File: src/rtl/dsm_pkg.sv
// Shared types and arithmetic helpers for the second-order delta-sigma transmitter.
// Holds the sequencer state encoding, accumulator widths and feedback levels.
// The saturating clamp keeps the integrators inside the signed 24-bit range.
package dsm_pkg;

  typedef enum logic [1:0] {
    IDLE = 2'd0,
    BITS = 2'd1,
    FILT = 2'd2
  } state_t;

  localparam int ACC_W = 24;
  localparam int SUM_W = 26;

  localparam logic signed [ACC_W-1:0] FB_POS = 24'sd32768;
  localparam logic signed [ACC_W-1:0] FB_NEG = -24'sd32768;

  localparam logic signed [SUM_W-1:0] SUM_MAX = 26'sd8388607;
  localparam logic signed [SUM_W-1:0] SUM_MIN = -26'sd8388608;

  // Clamp a 26-bit intermediate sum back into the 24-bit integrator range.
  function automatic logic signed [ACC_W-1:0] sat(input logic signed [SUM_W-1:0] v);
    if (v > SUM_MAX) begin
      sat = 24'sd8388607;
    end else if (v < SUM_MIN) begin
      sat = -24'sd8388607 - 24'sd1;
    end else begin
      sat = v[ACC_W-1:0];
    end
  endfunction

endpackage

File: src/rtl/counter.sv
// Free-running modulo counter: counts 0..MAX_COUNT-1 while enabled, then wraps to 0.
// Latency: count updates on the clock edge after en is sampled high.
// No backpressure; holds its value while en is low.
module counter #(
  parameter int MAX_COUNT = 512,
  parameter int CW = $clog2(MAX_COUNT)
) (
  input  logic          clk,
  input  logic          reset,
  input  logic          en,
  output logic [CW-1:0] count
);

  // Advance and wrap at the terminal value; reset returns to 0.
  always_ff @(posedge clk) begin
    if (reset) begin
      count <= '0;
    end else if (en) begin
      if (count == CW'(MAX_COUNT - 1)) begin
        count <= '0;
      end else begin
        count <= count + 1'b1;
      end
    end
  end

endmodule

File: src/rtl/sample_fifo.sv
// Synchronous sample FIFO with occupancy count, read/write pointers and full/empty flags.
// Latency: a written entry becomes visible at dout one cycle later (empty is registered).
// Push while full and pop while empty are dropped internally.
module sample_fifo #(
  parameter int DEPTH = 4,
  parameter int W = 16
) (
  input  logic         clk,
  input  logic         reset,
  input  logic         push,
  input  logic [W-1:0] din,
  input  logic         pop,
  output logic [W-1:0] dout,
  output logic         full,
  output logic         empty
);

  localparam int AW = $clog2(DEPTH);

  logic [W-1:0]  mem [DEPTH];
  logic [AW-1:0] wr_ptr;
  logic [AW-1:0] rd_ptr;
  logic [AW:0]   count;
  logic          do_push;
  logic          do_pop;

  assign full    = (count == (AW + 1)'(DEPTH));
  assign empty   = (count == '0);
  assign do_push = push && !full;
  assign do_pop  = pop && !empty;
  assign dout    = mem[rd_ptr];

  // Storage array; contents need no reset because empty gates every read.
  always_ff @(posedge clk) begin
    if (do_push) begin
      mem[wr_ptr] <= din;
    end
  end

  // Pointer and occupancy bookkeeping; simultaneous push and pop leave count unchanged.
  always_ff @(posedge clk) begin
    if (reset) begin
      wr_ptr <= '0;
      rd_ptr <= '0;
      count  <= '0;
    end else begin
      if (do_push) begin
        wr_ptr <= wr_ptr + 1'b1;
      end
      if (do_pop) begin
        rd_ptr <= rd_ptr + 1'b1;
      end
      if (do_push && !do_pop) begin
        count <= count + 1'b1;
      end else if (do_pop && !do_push) begin
        count <= count - 1'b1;
      end
    end
  end

endmodule

File: src/rtl/dsm_tx.sv
// Second-order 1-bit delta-sigma transmitter: PCM samples in, OSR-bit frames plus end-of-frame strobe out.
// Latency: first bit appears 3 cycles after the first accepted push; frames repeat every OSR+1 cycles.
// Ready drops when the sample FIFO is full; an empty FIFO at frame start repeats x and pulses Underrun.
module dsm_tx
  import dsm_pkg::*;
#(
  parameter int OSR = 512,
  parameter int FIFO_DEPTH = 4
) (
  input  logic        Clock,
  input  logic        Reset,
  input  logic [15:0] Din,
  input  logic        PushIn,
  output logic        Ready,
  output logic        BitOut,
  output logic        FilterOut,
  output logic        Underrun
);

  localparam int IDX_W = $clog2(OSR);

  state_t                  state;
  state_t                  state_nxt;
  logic [IDX_W-1:0]        bit_idx;
  logic                    fifo_full;
  logic                    fifo_empty;
  logic [15:0]             fifo_dout;
  logic                    push;
  logic                    pop;
  logic                    mod_en;
  logic                    underrun_set;
  logic signed [15:0]      x;
  logic signed [ACC_W-1:0] int1;
  logic signed [ACC_W-1:0] int2;
  logic signed [ACC_W-1:0] fb;
  logic signed [SUM_W-1:0] sum1;
  logic signed [SUM_W-1:0] sum2;
  logic                    b;

  assign Ready = !fifo_full && !Reset;
  assign push  = PushIn && Ready;

  sample_fifo #(
    .DEPTH (FIFO_DEPTH),
    .W     (16)
  ) u_fifo (
    .clk   (Clock),
    .reset (Reset),
    .push  (push),
    .din   (Din),
    .pop   (pop),
    .dout  (fifo_dout),
    .full  (fifo_full),
    .empty (fifo_empty)
  );

  counter #(
    .MAX_COUNT (OSR)
  ) u_bit_idx (
    .clk   (Clock),
    .reset (Reset),
    .en    (state == BITS),
    .count (bit_idx)
  );

  // Sequencer state register.
  always_ff @(posedge Clock) begin
    if (Reset) begin
      state <= IDLE;
    end else begin
      state <= state_nxt;
    end
  end

  // Next state: wait for the first sample, then alternate OSR bit cycles with one filter cycle.
  always_comb begin
    state_nxt = state;
    unique case (state)
      IDLE:    if (!fifo_empty) state_nxt = BITS;
      BITS:    if (bit_idx == IDX_W'(OSR - 1)) state_nxt = FILT;
      FILT:    state_nxt = BITS;
      default: state_nxt = IDLE;
    endcase
  end

  // Per-state controls: frame boundaries pop the next sample, bit cycles run the loop.
  always_comb begin
    pop          = 1'b0;
    mod_en       = 1'b0;
    underrun_set = 1'b0;
    unique case (state)
      IDLE: pop = !fifo_empty;
      BITS: mod_en = 1'b1;
      FILT: begin
        pop          = !fifo_empty;
        underrun_set = fifo_empty;
      end
      default: ;
    endcase
  end

  // Quantiser, feedback level and 26-bit loop sums; int2 uses the pre-update int1.
  always_comb begin
    b    = !int2[ACC_W-1];
    fb   = b ? FB_POS : FB_NEG;
    sum1 = SUM_W'(int1) + SUM_W'(x) - SUM_W'(fb);
    sum2 = SUM_W'(int2) + SUM_W'(int1) - SUM_W'(fb);
  end

  // Hold register, integrators and registered outputs; integrators freeze outside bit cycles.
  always_ff @(posedge Clock) begin
    if (Reset) begin
      x         <= '0;
      int1      <= '0;
      int2      <= '0;
      BitOut    <= 1'b0;
      FilterOut <= 1'b0;
      Underrun  <= 1'b0;
    end else begin
      if (pop) begin
        x <= fifo_dout;
      end
      if (mod_en) begin
        int1 <= sat(sum1);
        int2 <= sat(sum2);
      end
      BitOut    <= mod_en && b;
      FilterOut <= (state == FILT);
      Underrun  <= underrun_set;
    end
  end

endmodule

File: config.mk
export PLATFORM = sky130hd
export DESIGN_NAME = dsm_tx
export DESIGN_NICKNAME = d
export VERILOG_FILES = /design/src/rtl/dsm_pkg.sv /design/src/rtl/counter.sv /design/src/rtl/sample_fifo.sv /design/src/rtl/dsm_tx.sv
export SDC_FILE = /design/constraint.sdc
export NUM_CORES = 1
export LEC_CHECK = 0
export CAP_MARGIN = 10
export CORE_AREA = 2 2 126 128
export CTS_BUF_LIST = sky130_fd_sc_hd__clkbuf_4 sky130_fd_sc_hd__clkbuf_8
export DETAILED_ROUTE_END_ITERATION = 8
export DIE_AREA = 0 0 128 130
export HOLD_SLACK_MARGIN = 0.08
export PLACE_DENSITY_LB_ADDON = 0.15
export SLEW_MARGIN = 0
export SYNTH_ARGS = -nofsm -noshare
export SYNTH_HDL_FRONTEND = slang
export SYNTH_SLANG_ARGS = --single-unit
File: constraint.sdc
create_clock -name Clock -period 4.25 [get_ports Clock]
set_input_delay 0.85 -clock Clock [delete_from_list [all_inputs] [get_ports Clock]]
set_output_delay 0.85 -clock Clock [all_outputs]
set_load 0.01 [all_outputs]
Word-level counts from Yosys, hierarchy flattened

Memories as Yosys holds them, arrays and structs flattened. A register that Yosys moved wholly into a read port is not among the register bits.
Index checks and enable logic that the tools add are counted.

Magnitude comparators: 4
$add $sub $neg: 9
Reductions and logical operators: 19
Equality and inequality tests: 6
Bitwise gates (word level): 1
Multiplexer cells: 15

Operators with widths:

| operator                                                                | number |
|---|---|
| 24-bit two-way mux                                                      | 5 |
| 26-bit by 24-bit > comparator with 1-bit output (second input constant) | 2 |
| 26-bit by 24-bit < comparator with 1-bit output (second input constant) | 2 |
| 25-bit by 24-bit subtractor with 26-bit output                          | 2 |
| 24-bit by 16-bit adder with 25-bit output                               | 1 |
| 24-bit by 24-bit adder with 25-bit output                               | 1 |
| 9-bit by 1-bit adder with 9-bit output (second input constant)          | 1 |
| 9-bit equality test (second input constant)                             | 1 |
| 9-bit two-way mux                                                       | 1 |
| 1-bit logical AND                                                       | 7 |
| 1-bit logical NOT                                                       | 6 |
| 3-bit two-way mux                                                       | 2 |
| 2-bit one-hot mux with 3 select lines                                   | 1 |
| 2-bit by 1-bit adder with 2-bit output (second input constant)          | 2 |
| 1-bit two-way mux                                                       | 4 |
| 2-bit two-way mux                                                       | 2 |
| 2-bit != test (second input constant)                                   | 2 |
| 2-bit OR reduction                                                      | 2 |
| 3-bit by 1-bit adder with 3-bit output (second input constant)          | 1 |
| 3-bit equality test (second input constant)                             | 1 |
| 3-bit logical NOT                                                       | 1 |
| 3-bit by 1-bit subtractor with 3-bit output (second input constant)     | 1 |
| 2-bit by 1-bit equality test with 1-bit output (second input constant)  | 1 |
| 2-bit equality test (second input constant)                             | 1 |
| 4 further kinds                                                         | 4 |

Memories: 1
Output and inout port bits: 4
Memory bits (writable): 64
Register bits: 69
Input port bits: 19

Memories:

| name       | depth | width | rd ports | clocked after Yosys merged registers in | write ports | line              | text |
|---|---|---|---|---|---|---|---|
| u_fifo.mem | 4     | 16    | 1        | 1                                       | 1           | sample_fifo.sv:20 | `logic [W-1:0] mem [DEPTH];` |

Depth between registers and ports, before layout

Depth after elaboration: 9
Gate-level depth with buffers: 15

By module

From an unflattened synthesis, not the netlist that was laid out.

Cells, all modules: 1018
Area total of the unflattened synthesis: 9678.0 µm²

Modules (own cells, without submodules):

| module      | sequential area each (µm²) | instances | cells an instance | area an instance (µm²) |
|---|---|---|---|---|
| dsm_tx      | 1381.3                     | 1         | 841               | 6459.9 |
| sample_fifo | 2102.0                     | 1         | 132               | 2793.9 |
| counter     | 180.2                      | 1         | 45                | 424.2 |

Least setup slack after synthesis

OpenSTA, ideal clock, no wires.

Kind: register to register
From: register int2[23]
To: register int2[3]
Cell stages (with the launch flop): 15
Required time: 4.095 ns
Arrival time: 3.510 ns
Path slack: 0.585 ns
Library setup time: 0.155 ns
Path through: dfxtp_1 inv_1 fa_1 ha_1 clkbuf_1 a21oi_1 o21ai_0 a221oi_1 o21ai_1 a21oi_2 xnor2_1 nand4_1 a21oi_1 buf_4 a221oi_1

Cells in the longest elaborated chain, start to end: 5
Elaborated cells between the ends (all ways): 7
Those cells by class: 2 x add/sub; 2 x order compare; 3 x mux

RTL lines:

| element                                                                                | line                         | text |
|---|---|---|
| from (decl)                                                                            | dsm_tx.sv:34                 | `logic signed [ACC_W-1:0] int2;` |
| from (signal assigned)                                                                 | dsm_tx.sv:125                | `int2 <= sat(sum2);` |
| 24-bit by 24-bit adder with 25-bit output / 24-bit two-way mux (equally long branches) | dsm_tx.sv:107, dsm_tx.sv:105 |  |
| 25-bit by 24-bit subtractor with 26-bit output (*)                                     | dsm_tx.sv:107                | `sum2 = SUM_W'(int2) + SUM_W'(int1) - SUM_W'(fb);` |
| 26-bit by 24-bit < comparator with 1-bit output                                        | dsm_pkg.sv:25                | `end else if (v < SUM_MIN) begin` |
| 24-bit two-way mux                                                                     | dsm_pkg.sv:25                |  |
| 24-bit two-way mux (*)                                                                 | dsm_pkg.sv:23                | `if (v > SUM_MAX) begin` |

Every way passes the cells marked *; elsewhere a longest branch is shown, timed or not.
A chain may end at the register's enable or synchronous reset.

Final worst setup path

From: register x[15], read port of u_fifo.mem
To: register int1[20]

Cells in the longest elaborated chain, start to end: 5
Elaborated cells between the ends (all ways): 6
Those cells by class: 2 x add/sub; 2 x order compare; 2 x mux

RTL lines:

| element                                            | line          | text |
|---|---|---|
| from (decl)                                        | dsm_tx.sv:32  | `logic signed [15:0] x;` |
| 24-bit by 16-bit adder with 25-bit output (*)      | dsm_tx.sv:106 | `sum1 = SUM_W'(int1) + SUM_W'(x) - SUM_W'(fb);` |
| 25-bit by 24-bit subtractor with 26-bit output (*) | dsm_tx.sv:106 |  |
| 26-bit by 24-bit < comparator with 1-bit output    | dsm_pkg.sv:25 |  |
| 24-bit two-way mux                                 | dsm_pkg.sv:25 |  |
| 24-bit two-way mux (*)                             | dsm_pkg.sv:23 |  |
| to (signal assigned)                               | dsm_tx.sv:124 | `int1 <= sat(sum1);` |
| to (decl)                                          | dsm_tx.sv:33  | `logic signed [ACC_W-1:0] int1;` |

Marked as above.

==> run summary <==
run status - completed
worst r2r src - x[15]
slowest CP cell - a21oi_2
IO buf count - 22
Synth Flop Type - dfxtp_1
Worst Hold Class - register to register
crit-path cells - inv_1, fa_1, inv_1, ha_1, a21o_1, a21oi_1, a21boi_0, o21ai_0, a2bb2oi_1, a21oi_2, a221oi_2
critical path required time - 4.57 ns
final setup fails - 0
std cell rows - 46
Post-synth ARST share - 0%
routed length per instance - 16.1 um
Crit Path Max Fanout - 10
post-route clock period utilization - 92.7%
gp weighted congestion - 0.937
gate count of the mapped netlist - 983
post-synthesis compound-gate area fraction - 21.5%
crit path launch - x[15]
sequential fraction of the synthesis area - 37.4%
Mapped Nets - 1107
Mean Syn Cell Area - 9.86 um2
post-route ant nets - 0
Clock Tree Buf Depth - 2
drt first pass iters - 5
DIE AREA - 16600 um2
Worst Hold Path Cells - 2
Sink Count - 149
R2R setup slack - 0.31 ns
die height - 130 um
min cycle time layout - 3.94 ns
post-synthesis mux area share - 4.28%
Initial Util - 62.8%
Synth Area in XOR/XNOR - 4.43%
Critical Path Sink - int1[20]
NumNets Final - 1127
I/O Pins - 23
final core utilization - 68.2%
pin count of the biggest net entering global routing - 62
Placeable Area - 15400 um2
Worst Path Arrival - 4.26 ns
final-report hold violation count - 0
CP endpoint kind - register
grt total ovfl - 0
Crit path top cell by count - inv_1
Post-Synth Adder-Cell Area - 14.8%
max-slew violation count - 0
first-pass GRT wire length - 32800 um
synth top area cells - edfxtp_1 20%, dfxtp_1 18%, ha_1 11%, inv_1 6.1%, a221oi_2 4.5%
share of cells above drive strength 1 - 12.4%
starting DRC count in detailed routing - 354
clock latency on the worst-skew pair - 0.47 ns
combinational family with the most area after synthesis - compound AO/OA/AOI/OAI gates
post-synth top area share - 19.8%
Num CTS Buffers - 17
Slowest Stage Delay on Critical Path - 0.72 ns
total of max-cap violations - 0
CTS tree - yes
yosys warns - 0
maximum clock rate - 254 MHz
vias - 7022
initial antenna violation count - 0
via/cell ratio - 5.81
# hold bufs at CTS - 0
count leader, synth - inv_1
Clock transition at path regs - 0.09 ns
Overall Global Routing Usage - 24.9%
Post-synth top cells - 157 x inv_1, 89 x ha_1, 85 x dfxtp_1, 65 x a21oi_1, 65 x nand2_1
hpwl dp - 13900 um
Synth area leader - edfxtp_1
Syn Std Cell Area - 9690 um2
vias in the first global route - 6835
Worst Skew - 0.0183 ns
simple-gate share of the synthesized area - 9.34%
R2R Path End - int1[20]
H-tree Lvls - 4
unique cell type count in the Yosys netlist - 74
Seq cells post-synth - 149
Post-Route WL - 19500 um
RSZ-0062 raised after global routing - no
Fin Setup TNS - 0 ns
CTS Root Buffer Type - clkbuf_8
fillers - 1233
Worst Setup Start Kind - register
Max-slew headroom - 44.5%
Die W - 128 um
drt drc - 0
Crit Path Class - register to register
area delta synth->final - 8.57%
Post-synth EDFFs - 64
Reg2Reg Depth - 11
Slew @ Worst Pin - 0.833 ns
Ant. Diodes - 0
==> cell type report <==
type	instances	area [um2]	share of cell area (%)
multi-input combinational	637	5280	50.2
sequential	149	3620	34.4
inverter	158	593	5.63
timing repair buffer	40	365	3.47
tap	192	240	2.28
clock buffer	17	234	2.22
clock inverter	15	186	1.77
==> through the flow <==
step / worst slack (ns) / hold WS (ns) / area [um2] / instances
2_1_floorplan: 0.585 / 0.436 / 9690 / 983
3_3_place_gp: 0.329 / 0.443 / 10100 / 1175
3_5_place_dp: 0.251 / 0.448 / 10100 / 1175
4_1_cts: 0.232 / 0.461 / 10500 / 1207
5_1_grt: 0.0102 / 0.489 / 10500 / 1208
6_report: 0.311 / 0.459 / 10500 / 1208
==> how the worst min path moves through the flow <==
stage	from	endpoint	slack (ns)
CTS	x[4]	x[4]	0.46
finish	x[4]	x[4]	0.46
detailed placement	x[4]	x[4]	0.45
global placement	x[7]	x[7]	0.44
floorplan	x[10]	x[10]	0.44
global route	x[4]	x[4]	0.49
==> placed cells by master, fill, tap and decap left out, drive strengths merged, types with 16 or more instances in the layout <==
cell,count
inv,166
ha,89
dfxtp,85
a21oi,69
o21ai,69
nand2,65
edfxtp,64
nor2,48
a221oi,41
a21o,27
xnor2,27
xor2,22
clkdlybuf4s50,21
nand3,19
buf,19
clkbuf,17
mux4,16
fa,16
==> per-layer routing <==
metal  wire, um  GRT usage [%]
met5          0              0
met1       9090           33.0
met2       9400           41.8
met3        616           4.55
met4        376           8.21
==> registers in the layout (all words and copies together), names as in the netlist, 2 cells and up <==
register / cells
int1: 24
int2: 24
state: 2
u_bit_idx.count: 9
u_fifo.count: 3
u_fifo.mem: 64
u_fifo.rd_ptr: 2
u_fifo.wr_ptr: 2
x: 16
==> critical path: cells and delay by family, from the launching register on <==
family | cells | cell delay (ns)
flops | 1 | 0.41
buf+inv | 2 | 0.30
fa+ha+maj | 2 | 0.94
compound gates | 7 | 2.14
==> cells by family after synthesis <==
kind of cell / Yosys count
flip-flops: 149
XOR/XNOR: 49
adder cells (fa/ha/maj): 105
AO/OA/AOI/OAI: 273
multiplexers: 19
AND/OR/NAND/NOR: 190
buffers and inverters: 198
==> repair_timing <==
item	CTS	global route
hold endpoints to repair	0	0
buffers inserted	0	0
endpoints found under the setup margin	0	25
resized for setup	0	1
Power is left out: the tool's default activity adds up to more than one toggle a clock period on the data nets, which glitch-free logic cannot reach.
